==> config.mk <==
export PLATFORM = sky130hd
export DESIGN_NAME = key_dir_decoder
export DESIGN_NICKNAME = d
export VERILOG_FILES = /design/src/rtl/key_dir_decoder.sv
export SDC_FILE = /design/constraint.sdc
export NUM_CORES = 1
export LEC_CHECK = 0
export CAP_MARGIN = 10
export CORE_ASPECT_RATIO = 1.5
export CORE_UTILIZATION = 56
export DETAILED_ROUTE_END_ITERATION = 7
export PLACE_DENSITY = 0.79
export SYNTH_ARGS = -nofsm -noshare
export SYNTH_HDL_FRONTEND = slang
export SYNTH_SLANG_ARGS = --single-unit
==> constraint.sdc <==
create_clock -name clk -period 2.94 [get_ports clk]
set_input_delay 0.588 -clock clk [delete_from_list [all_inputs] [get_ports clk]]
set_output_delay 0.588 -clock clk [all_outputs]
set_load 0.02 [all_outputs]
==> src/rtl/key_dir_decoder.sv <==
// PS/2 set-2 arrow-key decoder: held levels plus one-cycle press pulses.
// Optional auto-repeat of the most recently pressed key is enabled by defining KEY_AUTOREPEAT_EN.
module key_dir_decoder #(
    parameter int TIMEOUT       = 50000,
    parameter int REPEAT_DELAY  = 25000000,
    parameter int REPEAT_PERIOD = 5000000
) (
    input  logic       clk,
    input  logic       resetN,
    input  logic [7:0] din,
    input  logic       din_new,
    output logic       up,
    output logic       down,
    output logic       right,
    output logic       left,
    output logic       up_p,
    output logic       down_p,
    output logic       right_p,
    output logic       left_p
);

    typedef enum logic [1:0] {S_IDLE, S_EXT, S_BRK, S_EXT_BRK} state_t;

    localparam int TW = $clog2(TIMEOUT + 1);

    state_t        state_q;
    logic [TW-1:0] tmo_q;
    logic [3:0]    lvl_q;    // {right, left, down, up}
    logic [3:0]    pls_q;
    logic [3:0]    arrow_oh;
    logic [3:0]    press_oh;
    logic [3:0]    new_oh;
    logic [3:0]    rel_oh;
    logic [3:0]    rep_oh;

    always_comb begin
        arrow_oh = 4'b0000;
        case (din)
            8'h75:   arrow_oh = 4'b0001;
            8'h72:   arrow_oh = 4'b0010;
            8'h6B:   arrow_oh = 4'b0100;
            8'h74:   arrow_oh = 4'b1000;
            default: arrow_oh = 4'b0000;
        endcase
    end

    assign press_oh = (din_new && state_q == S_EXT)     ? arrow_oh : 4'b0000;
    assign rel_oh   = (din_new && state_q == S_EXT_BRK) ? arrow_oh : 4'b0000;
    // Only a 0->1 level transition pulses, so typematic makes stay silent.
    assign new_oh   = press_oh & ~lvl_q;

`ifdef KEY_AUTOREPEAT_EN
    localparam int RMAX = (REPEAT_DELAY > REPEAT_PERIOD) ? REPEAT_DELAY : REPEAT_PERIOD;
    localparam int RW   = $clog2(RMAX + 1);

    logic [3:0]    rep_key_q;
    logic [RW-1:0] rep_cnt_q;

    assign rep_oh = (rep_cnt_q == '0 && new_oh == 4'b0000) ? (rep_key_q & ~rel_oh) : 4'b0000;

    always_ff @(posedge clk or negedge resetN) begin
        if (!resetN) begin
            rep_key_q <= 4'b0000;
            rep_cnt_q <= '0;
        end else if (new_oh != 4'b0000) begin
            rep_key_q <= new_oh;
            rep_cnt_q <= RW'(REPEAT_DELAY - 1);
        end else if ((rep_key_q & rel_oh) != 4'b0000) begin
            rep_key_q <= 4'b0000;
            rep_cnt_q <= '0;
        end else if (rep_key_q != 4'b0000) begin
            if (rep_cnt_q == '0) rep_cnt_q <= RW'(REPEAT_PERIOD - 1);
            else                 rep_cnt_q <= rep_cnt_q - 1'b1;
        end
    end
`else
    assign rep_oh = 4'b0000;
`endif

    always_ff @(posedge clk or negedge resetN) begin
        if (!resetN) begin
            state_q <= S_IDLE;
            tmo_q   <= '0;
            lvl_q   <= 4'b0000;
            pls_q   <= 4'b0000;
        end else begin
            lvl_q <= (lvl_q | press_oh) & ~rel_oh;
            pls_q <= new_oh | rep_oh;
            if (din_new) begin
                // A byte in the expiry cycle wins over the timeout.
                tmo_q <= '0;
                case (state_q)
                    S_IDLE: begin
                        if (din == 8'hE0)      state_q <= S_EXT;
                        else if (din == 8'hF0) state_q <= S_BRK;
                        else                   state_q <= S_IDLE;
                    end
                    S_EXT: begin
                        if (din == 8'hF0)      state_q <= S_EXT_BRK;
                        else if (din == 8'hE0) state_q <= S_EXT;
                        else                   state_q <= S_IDLE;
                    end
                    default: state_q <= S_IDLE;
                endcase
            end else if (state_q != S_IDLE) begin
                if (tmo_q == TW'(TIMEOUT - 1)) begin
                    state_q <= S_IDLE;
                    tmo_q   <= '0;
                end else begin
                    tmo_q <= tmo_q + 1'b1;
                end
            end else begin
                tmo_q <= '0;
            end
        end
    end

    assign up      = lvl_q[0];
    assign down    = lvl_q[1];
    assign left    = lvl_q[2];
    assign right   = lvl_q[3];
    assign up_p    = pls_q[0];
    assign down_p  = pls_q[1];
    assign left_p  = pls_q[2];
    assign right_p = pls_q[3];

endmodule

==> results of run 1 <==
==> cells in the final DEF (no fill, tap or decap) <==
master,instances
sky130_fd_sc_hd__nor4_2,1
sky130_fd_sc_hd__or4_1,1
sky130_fd_sc_hd__xor2_1,6
sky130_fd_sc_hd__and4_1,1
sky130_fd_sc_hd__nor4bb_1,3
sky130_fd_sc_hd__mux2i_1,2
sky130_fd_sc_hd__nor3_1,1
sky130_fd_sc_hd__nand4bb_1,2
sky130_fd_sc_hd__buf_4,1
sky130_fd_sc_hd__clkdlybuf4s50_1,18
sky130_fd_sc_hd__xnor2_1,6
sky130_fd_sc_hd__clkbuf_8,1
sky130_fd_sc_hd__inv_1,4
sky130_fd_sc_hd__ha_1,1
sky130_fd_sc_hd__nand3_1,11
sky130_fd_sc_hd__or3_1,3
sky130_fd_sc_hd__a21oi_1,2
sky130_fd_sc_hd__nor2b_1,3
sky130_fd_sc_hd__dfrtp_1,26
sky130_fd_sc_hd__and3_1,2
sky130_fd_sc_hd__nor3b_1,1
sky130_fd_sc_hd__o21a_1,1
sky130_fd_sc_hd__nand4_1,5
sky130_fd_sc_hd__o21ai_0,4
sky130_fd_sc_hd__nor2_1,19
sky130_fd_sc_hd__and3b_1,1
sky130_fd_sc_hd__clkbuf_4,3
sky130_fd_sc_hd__o31ai_1,3
sky130_fd_sc_hd__a32o_1,1
sky130_fd_sc_hd__nand2_1,8
sky130_fd_sc_hd__nor4_1,6
==> per-stage QoR <==
| step | hold slack [ns] | setup WS [ns] |
|---|---|---|
| 5_1_grt | 0.491 | 0.715 |
| 3_3_place_gp | 0.445 | 0.817 |
| 3_5_place_dp | 0.447 | 0.730 |
| 2_1_floorplan | 0.292 | 1.33 |
| 4_1_cts | 0.465 | 0.867 |
| 6_report | 0.464 | 0.898 |
==> power by group <==
group          leakage (nW)  internal (mW)  switching [mW]  total (mW)
Combinational         0.235         0.0167          0.0147      0.0313
Sequential            0.353          0.358        0.000250       0.358
Clock                0.0210         0.0757           0.100       0.176
==> critical path, stage by stage (launching register included) <==
cell,delay [ns]
sky130_fd_sc_hd__dfrtp_1,0.41
sky130_fd_sc_hd__ha_1,0.22
sky130_fd_sc_hd__nand4_1,0.26
sky130_fd_sc_hd__nor4_2,0.41
sky130_fd_sc_hd__or3_1,0.50
sky130_fd_sc_hd__nor2_1,0.12
==> sequential cells by signal (all words and copies together), names as in the netlist <==
signal and count:
lvl_q 4, pls_q 4, state_q 2, tmo_q 16
==> area by class of cell <==
cell class	count	area [µm²]	area share, %
sequential	26	651	43.3
multi-input combinational	94	586	39.0
timing repair buffer	19	188	12.5
clock buffer	4	36.3	2.41
tap	22	27.5	1.83
inverter	4	15.0	0.999
==> worst paths after layout <==
path | end | slack (ns) | cells after the start
max | tmo_q[9]$_DFF_PN0_ | 0.90 | 5
min | pls_q[3]$_DFF_PN0_ | 0.46 | 1
max reg2reg | tmo_q[9]$_DFF_PN0_ | 0.90 | 5
min reg2reg | pls_q[3]$_DFF_PN0_ | 0.46 | 1
max in group asynchronous | state_q[0]$_DFFE_PN0P_ | 2.08 | 2
min in group asynchronous | tmo_q[5]$_DFF_PN0_ | 0.62 | 2
==> cells by family (layout without fill, tap and decap cells) <==
| logic type | Yosys count | in the layout | synth area share (%) |
|---|---|---|---|
| xor gates and xnor gates | 12 | 12 | 8.23 |
| buffers and inverters | 7 | 27 | 3.23 |
| DFF | 26 | 26 | 50.9 |
| AOI/OAI and AO/OA | 11 | 11 | 5.49 |
| and+or+nand+nor | 68 | 68 | 29.6 |
| adders and majority gates | 1 | 1 | 0.979 |
| muxes | 2 | 2 | 1.57 |
==> metal layers <==
layer  up-vias  global-route usage, %
li1        496                      -
met1       514                   22.9
met2        27                   44.6
met3         7                   3.30
met4         0                   11.0
met5         -                      0
==> results by stage, run 1 <==
Floorplanning:
- The die is about 60 µm tall.
- The floorplan step defined a die boundary enclosing 0.00248 mm².
- In this run the core area contains 20 standard-cell rows.
- Measured along the x axis, the die boundary spans 41.0 µm.
- During I/O placement, the number of pins put on the boundary was 19.
- The effective utilization at floorplan is between 60% and 70%.
- The total area inside the core boundary comes to 0.00208 mm².

Power:
- IR analysis of the VDD net gives a maximum drop of about 0.00025 V.
- The design draws 0.565 mW.
- The leakage power summed over all cells is just over 0.6 nW.
- For this design the ratio of total power to cell area is roughly 380 mW/mm².

Critical path:
- Of all nets on the critical path, the largest fanout is 16.
- The sort of element at the end of the critical path is a flop.
- The critical path in this run is classified as flop to flop.
- STA puts the critical path data required time at 3.13 ns.
- The critical path launch point is tmo_q[0]$_DFF_PN0_.
- The startpoint identified for the worst register-to-register timing path is tmo_q[0]$_DFF_PN0_.
- STA puts the critical path data arrival time at ~2.2 ns.
- The startpoint type of the worst setup path is a flop.

Final layout:
- The area growth from synthesis to layout is 17.6%.
- The total non-filler cell area in the finished layout is 0.00150 mm².
- Of the cells placed in the final design, the portion with a size suffix greater than 1 is under 10%.
- The filler cells instantiated in the layout total 167.
- After the last flow step, the layout net total stands at 160.
- The number of antenna diodes in the final layout is 0.
- The share of the core filled with cells in the final layout is around 72%.
- The non-filler instance count after layout is ~170.

Clock tree:
- In this run the post-CTS setup repair buffer count came out at 0.
- Hold repair after CTS inserted 0 buffers.
- Clock-pin slew was measured on the worst setup and hold paths at between 0.1 and 0.15 ns.
- The clock latency at the later pin of the worst-skew pair is a little over 0.3 ns.
- Clock tree synthesis inserted a total of 3 buffers.
- TritonCTS built the clock tree.
- CTS built an H-tree with a depth of 1.
- Clock tree synthesis found a total of 26 sinks.
- The maximum buffer depth of the clock tree is 2.
- In this run, post-CTS repair resized a total of 0 instances.
- The clock root buffer is sky130_fd_sc_hd__clkbuf_4.

Timing:
- Setup repair after global routing left no endpoint under its margin.
- The final setup violation count is 0.
- The final worst-path cycle share is between 60% and 70%.
- The clock period could shrink to ~2 ns.
- The worst pin sits at a relative slew slack of between 60 and 70%.
- The post-route clock skew is between 0.002 and 0.003 ns.
- For this run, the top clock speed supported by timing is approximately 0.5 GHz.
- The max-slew violation total from the final report is 0.
- The count of final hold-check violations is 0.
- At the pin with the least slew margin, the transition time is approximately 0.53 ns.
- In the final timing run, aggregate negative setup slack is 0 ns.

Global routing:
- The global-route wire length before repair is approximately 4000 µm.
- The number of antenna violations at the first check in global routing was 0.
- After global routing the overflow that remains totals 0.
- Global routing used about a quarter of the available tracks.
- The number of global-route vias before repair came to 1029.
- Entering global routing, the biggest net connects 27 pins.

Synth:
- In the synthesized netlist, the cells that appear most often are sky130_fd_sc_hd__dfrtp_1, sky130_fd_sc_hd__nor2_1, sky130_fd_sc_hd__nand3_1.
- Among all cell types in the netlist, the one instantiated most often is sky130_fd_sc_hd__dfrtp_1.
- During synthesis, Yosys emitted a total of 0 warnings.
- Of the synthesized area, sequential elements account for between 50% and 60%.
- By area the synthesized netlist is led by sky130_fd_sc_hd__dfrtp_1, sky130_fd_sc_hd__nor2_1, sky130_fd_sc_hd__nand3_1, sky130_fd_sc_hd__xnor2_1, sky130_fd_sc_hd__xor2_1.
- The post-synthesis instance area is approximately 0.0013 mm².
- In this run, synthesis produced a sequential element count of 26.
- Counting flops with a built-in enable in the synthesized netlist gives 0.
- Of all flip-flops after synthesis, the portion carrying an async set or reset was 100%.
- The cell count after synthesis is 127.
- For this run, the leading register cell type out of synthesis is sky130_fd_sc_hd__dfrtp_1.
- The average instance area after synthesis is ~10 µm².
- The synthesized netlist contains 29 unique library cells.
- The area fraction of the dominant cell type after synthesis is between 50% and 60%.
- The number of nets handed over by synthesis was about 140.
- The largest area contributor in the netlist is sky130_fd_sc_hd__dfrtp_1.

Route:
- The number of search-and-repair iterations in the first detailed-routing pass is 4.
- Detailed routing placed a total of roughly 1300 µm of wire on met2.
- The top layer reached by signal wires is met4.
- The met1 layer wirelength in the final routing is 950 µm.
- For this block, the initial DRC count from the detailed router was 14.
- The wire length reported by the detailed router is around 2400 µm.
- Across all layers, the routed design uses roughly 1000 vias.
- The number of routed nets with antenna violations is 0.
- In the detailed route, the total length drawn on met3 is 86 µm.
- After detailed routing, the number of remaining DRC violations is 0.
- The routed length per instance is approximately 14 µm.
- In the routed layout, each cell is associated on average with a via count of 6.18.

Min path:
- The startpoint identified for the worst hold timing path is lvl_q[3]$_DFF_PN0_.
- The path category of the worst min-delay check is flop to flop.

Placement:
- The number of placed instances, taps included is roughly 170.
- The HPWL after detailed placement is ~1900 µm.
- The count of buffers inserted at the top-level ports is 18.
- The placed instances occupy a cell area of ~0.0015 mm².
- The congestion estimate from routability-driven global placement came to 0.785.

Run:
- The max-cap violation count is 0.

Run status:
- The run finished with clean final reports.
Note: power is estimated with default switching activity, not from simulation.
==> inputs of run 2 (changes only) <==
- CORE_UTILIZATION: 56 -> 47
- PLACE_DENSITY: 0.79 -> 0.71
- clock period: 2.94 -> 1.7 ns (I/O delays scaled with it)
==> run 2 against run 1 <==
Compared with the run above:
- sequential share of layout area is 4.9 points lower
- first-iteration DRC count is 110% higher
- clock-buffer cell count stayed put
- critical path type is now flop to output port
- final area is 13% higher
- routed wire length is 11% higher
- clock skew hardly changed
- utilization is 4.8 points lower
- largest power group unchanged
==> results by stage, run 2 (synthesis results as in run 1) <==
Run status:
- The run finished with clean final reports.

Critical path:
- STA classifies the critical path endpoint as an output port.
- The worst setup path is launched from a flop.
- The top fanout value on the critical path is 3 (-13).
- The data arrival time of the worst path is 1.30 ns (-0.93 ns).
- The signal on the critical path passes through clkdlybuf4s50_1.
- On the critical path the largest part of the delay comes from buffers and inverters.
- The largest stage delay on the critical path was 0.61 ns (+0.11 ns).
- The critical path data required time is 1.36 ns (-1.77 ns).
- The kind of critical path is flop to output port.
- The combined buffer and inverter count along the critical path is 1 (+1).
- The slowest stage of the critical path is the sky130_fd_sc_hd__clkdlybuf4s50_1 cell.

Floorplanning:
- The number of top-level design ports is 19 (unchanged).
- The effective utilization at floorplan is 51.0% (-11 points).
- The die height was 65.9 µm (+8.9%).
- The site row count is 22 (+10%).
- The area of the core came to 0.00250 mm² (+21%).
- The floorplan die area is 0.00293 mm² (+18%).
- The overall die width is 44.6 µm (+8.7%).

Power:
- The switching power share of the total is 20.6% (+0.21 points).
- The internal power came to 0.785 mW (+74%).
- The relative contribution of combinational cells to total power is 6.4% (+0.9 points).
- The share of power burned in registers is 62.6% (-0.7 points).
- The leakage power summed over all cells is 0.749 nW (+23%).
- The post-route total power was 0.989 mW (+75%).
- The reported net switching power is 0.204 mW (+77%).
- The power density over cell area is 584 mW/mm² (+55%).
- The peak supply drop was 0.000360 V (+43%).
- The share of total power in the clock network is 31.0% (-0.2 points).

Final layout:
- The largest registers in the layout are tmo_q (16), lvl_q (4), pls_q (4).
- The total non-filler cell area in the finished layout is 0.00169 mm² (+13%).
- The share of the core filled with cells in the final layout is 67.6% (-4.8 points).
- The number of flip-flops under the largest register name is 16 (unchanged).
- Ranked by flip-flop count, first place goes to tmo_q.
- The count of antenna diodes in the layout is 0 (unchanged).
- The post-layout net count came to 177 (+11%).
- The fraction of final layout cells sized beyond drive strength 1 is 16.5% (+12 points).
- The area growth from synthesis to layout is 32.5%.
- The non-filler instance count after layout was 200 (+18%).
- Leaving out fill and tap cells, the most frequent cell in the layout is sky130_fd_sc_hd__dfrtp_1.
- In the layout the commonest cells are sky130_fd_sc_hd__dfrtp_1, sky130_fd_sc_hd__nor2_1, sky130_fd_sc_hd__buf_4, sky130_fd_sc_hd__clkdlybuf4s50_1, sky130_fd_sc_hd__nand3_1.

Route:
- The via count is 1086 (+4.0%).
- The per-cell via count in the routed design was 5.43 (-12%).
- The number of search-and-repair iterations in the first detailed-routing pass is 4 (unchanged).
- The number of routed nets with antenna violations is 0 (unchanged).
- The DRC violations left is 0 (unchanged).
- The wire length reported by the detailed router is 2700 µm (+11%).
- The number of violations reported at the end of detailed-routing iteration 0 is 29 (+15).
- The routed length per instance came to 13.5 µm (-6.0%).

Placement:
- The placer's final routability congestion estimate is 0.871 (+11%).
- The pre-CTS setup slack is -0.149 ns (-0.878 ns).
- The count of buffers inserted at the top-level ports is 18 (unchanged).
- The placed standard-cell area came to 0.00159 mm² (+8.4%).
- The HPWL after detailed placement is 2010 µm (+7.0%).
- The number of placed instances, taps included is 193 (+17%).

Timing:
- The final setup violation count is 0 (unchanged).
- Setup repair after global routing left no endpoint under its margin.
- The max-slew violation total from the final report was 0 (unchanged).
- The clock period could shrink to roughly 1.6 ns.
- The count of final hold-check violations is 0 (unchanged).
- The setup TNS is 0 ns (unchanged).
- The minimum hold slack is 0.376 ns (-0.0871 ns).
- The pin slew with the least headroom to its limit is 0.385 ns (-0.141 ns).
- The worst path uses a little under 100% of the clock period.
- The post-route clock skew came to 0.00237 ns (-0.000302 ns).
- Timing would allow up to around 0.6 GHz.
- The worst slew margin relative to its limit is 74.0% (+9.0 points).
- The smallest setup slack after layout was 0.0559 ns (-0.842 ns).

Clock tree:
- The number of levels in the clock H-tree is 1 (unchanged).
- The maximum buffer depth of the clock tree is 2 (unchanged).
- The sink count of the clock tree is 26 (unchanged).
- The clock latency at the later pin of the worst-skew pair is 0.31 ns (about the same).
- The clock-pin slew of the registers on the worst-case setup and hold paths came to 0.14 ns (about the same).
- The TritonCTS clock tree is done.
- The clock root buffer is sky130_fd_sc_hd__clkbuf_4.
- The number of hold buffers added after cts is 0 (unchanged).
- The CTS buffer count is 3 (unchanged).

Min path:
- The worst hold path belongs to the class primary input to asynchronous set/reset pin.

Global routing:
- The number of antenna violations at the first check in global routing is 0 (unchanged).
- The number of global-route vias before repair is 1113 (+8.2%).
- The global-route wire length before repair is 4560 µm (+14%).
- The largest net degree at the start of global routing is 27 (unchanged).
- The global router's overall resource usage is 20.7% (-2.9 points).
- The remaining global-route overflow came to 0 (unchanged).

Run:
- The max-cap violation count was 0 (unchanged).
[run 2: cell count changes in the layout (fill, tap and decap cells not counted), moves of 2 or more]
cell | before | now
sky130_fd_sc_hd__nor4_4 | 0 | 2
sky130_fd_sc_hd__nor4_1 | 6 | 4
sky130_fd_sc_hd__dlymetal6s2s_1 | 0 | 2
sky130_fd_sc_hd__buf_4 | 1 | 17
sky130_fd_sc_hd__clkdlybuf4s50_1 | 18 | 15
[run 2: layout make-up]
type | count | area, µm²
multi-input combinational | 94 | 623
fill | 202 | 812
sequential | 26 | 651
inverter | 4 | 15.0
tap | 36 | 45.0
clock buffer | 4 | 36.3
timing repair buffer | 36 | 323
[run 2: final timing paths]
path                       cells after the start  slack, ns                endpoint               start
min in group clk                               1       0.47      pls_q[1]$_DFF_PN0_  lvl_q[1]$_DFF_PN0_
max reg2reg                                    6       0.10  state_q[1]$_DFFE_PN0P_  tmo_q[0]$_DFF_PN0_
max                                            1       0.06                    down  lvl_q[1]$_DFF_PN0_
min                                            2       0.38      tmo_q[3]$_DFF_PN0_              resetN
max in group asynchronous                      2       1.08      lvl_q[3]$_DFF_PN0_              resetN
min reg2reg                                    1       0.47      pls_q[1]$_DFF_PN0_  lvl_q[1]$_DFF_PN0_
[run 2: layer usage]
metal  wire (µm)  GRT usage, %  vias up
met4          25          6.82        0
met2        1540          39.7       29
met3          70          1.91        6
li1            -             -      527
met1        1060          22.7      524
met5           0             0        -
[run 2: what timing repair did]
item	in CTS	in global routing
pin swaps	0	4
buffers inserted	0	3
gates resized for setup	1	9
endpoints found under the hold margin	0	0
setup endpoints to repair	1	13
[run 2: power by group through the flow]
stage                     logic, mW  clock network, mW  registers [mW]
after floorplan              0.0117                  0           0.631
after global placement       0.0619                  0           0.631
after detailed placement     0.0639                  0           0.631
after CTS                    0.0640              0.317           0.619
after global routing         0.0710              0.341           0.619
final                        0.0636              0.306           0.619
==> inputs of run 3 (changes only) <==
--- a/config.mk
+++ b/config.mk
@@ -15 +15,2 @@
 export SYNTH_SLANG_ARGS = --single-unit
+export TNS_END_PERCENT = 10
--- a/constraint.sdc
+++ b/constraint.sdc
@@ -3,2 +3,2 @@
 set_output_delay 0.34 -clock clk [all_outputs]
-set_load 0.02 [all_outputs]
+set_load 0.1 [all_outputs]
==> run 3 against run 2 <==
Compared with the run above:
- utilization grew 2.9 points
- worst hold slack lost 0.0064 ns
- flip-flop and latch count is the same
- critical path type is now flop to flop
- critical endpoint is now tmo_q[3]$_DFF_PN0_
- highest routed layer unchanged
==> results by stage, run 3 (synthesis results as in run 1) <==
Timing:
- The final setup violation count is 0 (unchanged).
- The maximum clock rate is 0.622 GHz (+2.2%).
- The worst slew margin relative to its limit is 70.7% (-3.3 points).
- The post-route clock skew is 0.00312 ns (+0.000754 ns).
- The smallest setup slack after layout was 0.0919 ns (+0.0359 ns).
- The pin slew with the least headroom to its limit is 0.434 ns (+0.0487 ns).
- Setup repair after global routing could not meet its margin everywhere.
- The post-route minimum period is 1.61 ns (-0.0359 ns).
- The count of final hold-check violations came to 0 (unchanged).
- The final worst-path cycle share is 94.6% (-2.1 points).
- The max-slew violation total from the final report came to 0 (unchanged).

Floorplanning:
- The effective utilization at floorplan was 51.0% (unchanged).
- The overall die width is 44.6 µm (unchanged).
- The number of top-level design ports is 19 (unchanged).
- The site row count is 22 (unchanged).
- The area of the core is 0.00250 mm² (unchanged).
- The floorplan die area is 0.00293 mm² (unchanged).
- The die height was 65.9 µm (unchanged).

Run status:
- The run finished with clean final reports.

Global routing:
- The largest net degree at the start of global routing came to 27 (unchanged).
- The number of global-route vias before repair is 1132 (+1.7%).
- The remaining global-route overflow is 0 (unchanged).
- The global router's overall resource usage is 21.7% (+1.0 points).
- The global-route wire length before repair came to 4680 µm (+2.6%).
- The number of antenna violations at the first check in global routing was 0 (unchanged).

Route:
- The wire length reported by the detailed router is 2760 µm (+2.3%).
- The per-cell via count in the routed design was 5.49 (+1.1%).
- The number of search-and-repair iterations in the first detailed-routing pass is 4 (unchanged).
- The DRC violations left is 0 (unchanged).
- The routed length per instance is 13.8 µm (+2.3%).
- The number of violations reported at the end of detailed-routing iteration 0 is 19 (-34%).
- The via count is 1098 (+1.1%).
- The number of routed nets with antenna violations is 0 (unchanged).

Power:
- The peak supply drop is 0.000395 V (+10%).
- The post-route total power was 0.990 mW (+0.15%).
- The leakage power summed over all cells came to 0.735 nW (-1.8%).
- The power density over cell area is 561 mW/mm² (-4.0%).

Final layout:
- The number of filler cells placed in the layout is 194 (-4.0%).
- The number of flip-flops under the largest register name is 16 (unchanged).
- The most common cell after layout, fill and taps aside is sky130_fd_sc_hd__dfrtp_1.
- The largest registers in the layout are tmo_q (16), lvl_q (4), pls_q (4).
- The non-filler instance count after layout is 200 (unchanged).
- In the layout the commonest cells are sky130_fd_sc_hd__dfrtp_1, sky130_fd_sc_hd__nor2_1, sky130_fd_sc_hd__buf_4, sky130_fd_sc_hd__nand3_1, sky130_fd_sc_hd__clkdlybuf4s50_1.
- The post-layout net count is 177 (unchanged).
- The register ranked first by flip-flop count is tmo_q.
- The fraction of final layout cells sized beyond drive strength 1 is 22.0% (+5.5 points).
- The count of antenna diodes in the layout came to 0 (unchanged).
- Relative to the synthesized area, the layout overhead comes to 38.2%.

Clock tree:
- Clock tree synthesis selected as its root buffer the cell sky130_fd_sc_hd__clkbuf_4.
- The CTS buffer count is 3 (unchanged).
- TritonCTS built the clock tree.
- The sink count of the clock tree is 26 (unchanged).
- The clock-pin slew of the registers on the worst-case setup and hold paths is 0.14 ns (about the same).
- The clock latency at the later pin of the worst-skew pair was 0.31 ns (about the same).
- The maximum buffer depth of the clock tree is 2 (unchanged).
- The number of levels in the clock H-tree is 1 (unchanged).
- The number of hold buffers added after cts was 0 (unchanged).

Critical path:
- On the critical path, the stage with the largest delay is an instance of sky130_fd_sc_hd__dfrtp_1.
- The critical path's most frequent cell is sky130_fd_sc_hd__or3_4.
- The startpoint type of the worst setup path is a flop.
- STA classifies the critical path endpoint as a flop.
- The top fanout value on the critical path is 6 (+3).
- The critical path data required time was 1.92 ns (+0.56 ns).
- The data arrival time of the worst path is 1.83 ns (+0.53 ns).
- The kind of critical path is flop to flop.
- The largest stage delay on the critical path is 0.41 ns (-0.20 ns).
- Walking the worst path, the cells encountered are or3_4 > nor4_4 > or3_4 > buf_4 > nor2_1.

Placement:
- The pre-CTS setup slack was -0.152 ns (-0.00298 ns).
- The number of placed instances, taps included came to 193 (unchanged).
- The HPWL after detailed placement is 2050 µm (+2.3%).
- The count of buffers inserted at the top-level ports was 18 (unchanged).
- The placer's final routability congestion estimate was 0.885 (+1.6%).

Run:
- The max-cap violation count is 0 (unchanged).

Min path:
- The worst hold path belongs to the class primary input to asynchronous set/reset pin.
## run 3: cell count changes in the layout (fill, tap and decap cells not counted), sizes merged
cell / delta
buf: +8
clkdlybuf4s50: -5
dlygate4sd2: -1
dlymetal6s2s: -2
## run 3: metrics by stage
stage | cell area [µm²] | setup TNS [ns] | hold WS (ns) | util, %
floorplan | 1280 | 0 | 0.0444 | -
CTS | 1710 | 0 | 0.383 | 68.1
finish | 1770 | 0 | 0.370 | 70.5
global route | 1770 | 0 | 0.395 | 70.5
global placement | 1670 | -0.294 | 0.458 | 66.6
detailed placement | 1670 | -0.829 | 0.467 | 66.6
## run 3: layer usage
layer	share of wire (%)	vias up	global-route usage (%)
li1	-	531	-
met1	37	541	21.4
met2	59	22	42.8
met3	2.4	4	2.73
met4	1.3	0	8.71
met5	0	-	0
## run 3: repair_timing
| item | 4_1_cts | 5_1_grt |
|---|---|---|
| setup endpoints to repair | 0 | 18 |
| buffers inserted | 0 | 3 |
| gates resized for setup | 0 | 7 |
## run 3: final cells by class
type	count	area (µm²)	share of cell area (%)
sequential	26	651	36.9
multi-input combinational	94	619	35.1
timing repair buffer	36	399	22.6
tap	36	45.0	2.55
clock buffer	4	36.3	2.06
inverter	4	15.0	0.850
## run 3: final timing paths
check	from	end	slack [ns]	cells after the start
max reg2reg	tmo_q[11]$_DFF_PN0_	tmo_q[3]$_DFF_PN0_	0.09	5
min	resetN	tmo_q[6]$_DFF_PN0_	0.37	2
min reg2reg	lvl_q[1]$_DFF_PN0_	pls_q[1]$_DFF_PN0_	0.53	1
max in group asynchronous	resetN	tmo_q[11]$_DFF_PN0_	1.09	2
max	tmo_q[11]$_DFF_PN0_	tmo_q[3]$_DFF_PN0_	0.09	5
min in group clk	lvl_q[1]$_DFF_PN0_	pls_q[1]$_DFF_PN0_	0.53	1
## run 3: report_power, final
part           switching [mW]  internal, mW  total (mW)
Clock                   0.177         0.131       0.308
Sequential           0.000405         0.619       0.619
Combinational          0.0276        0.0355      0.0631
Total                   0.205         0.785       0.990
## run 3: worst max-delay path: cells and delay by family (launching register included)
kind	cells	cell delay, ns
buffers and inverters	1	0.13
DFF	1	0.41
and+or+nand+nor	4	0.96
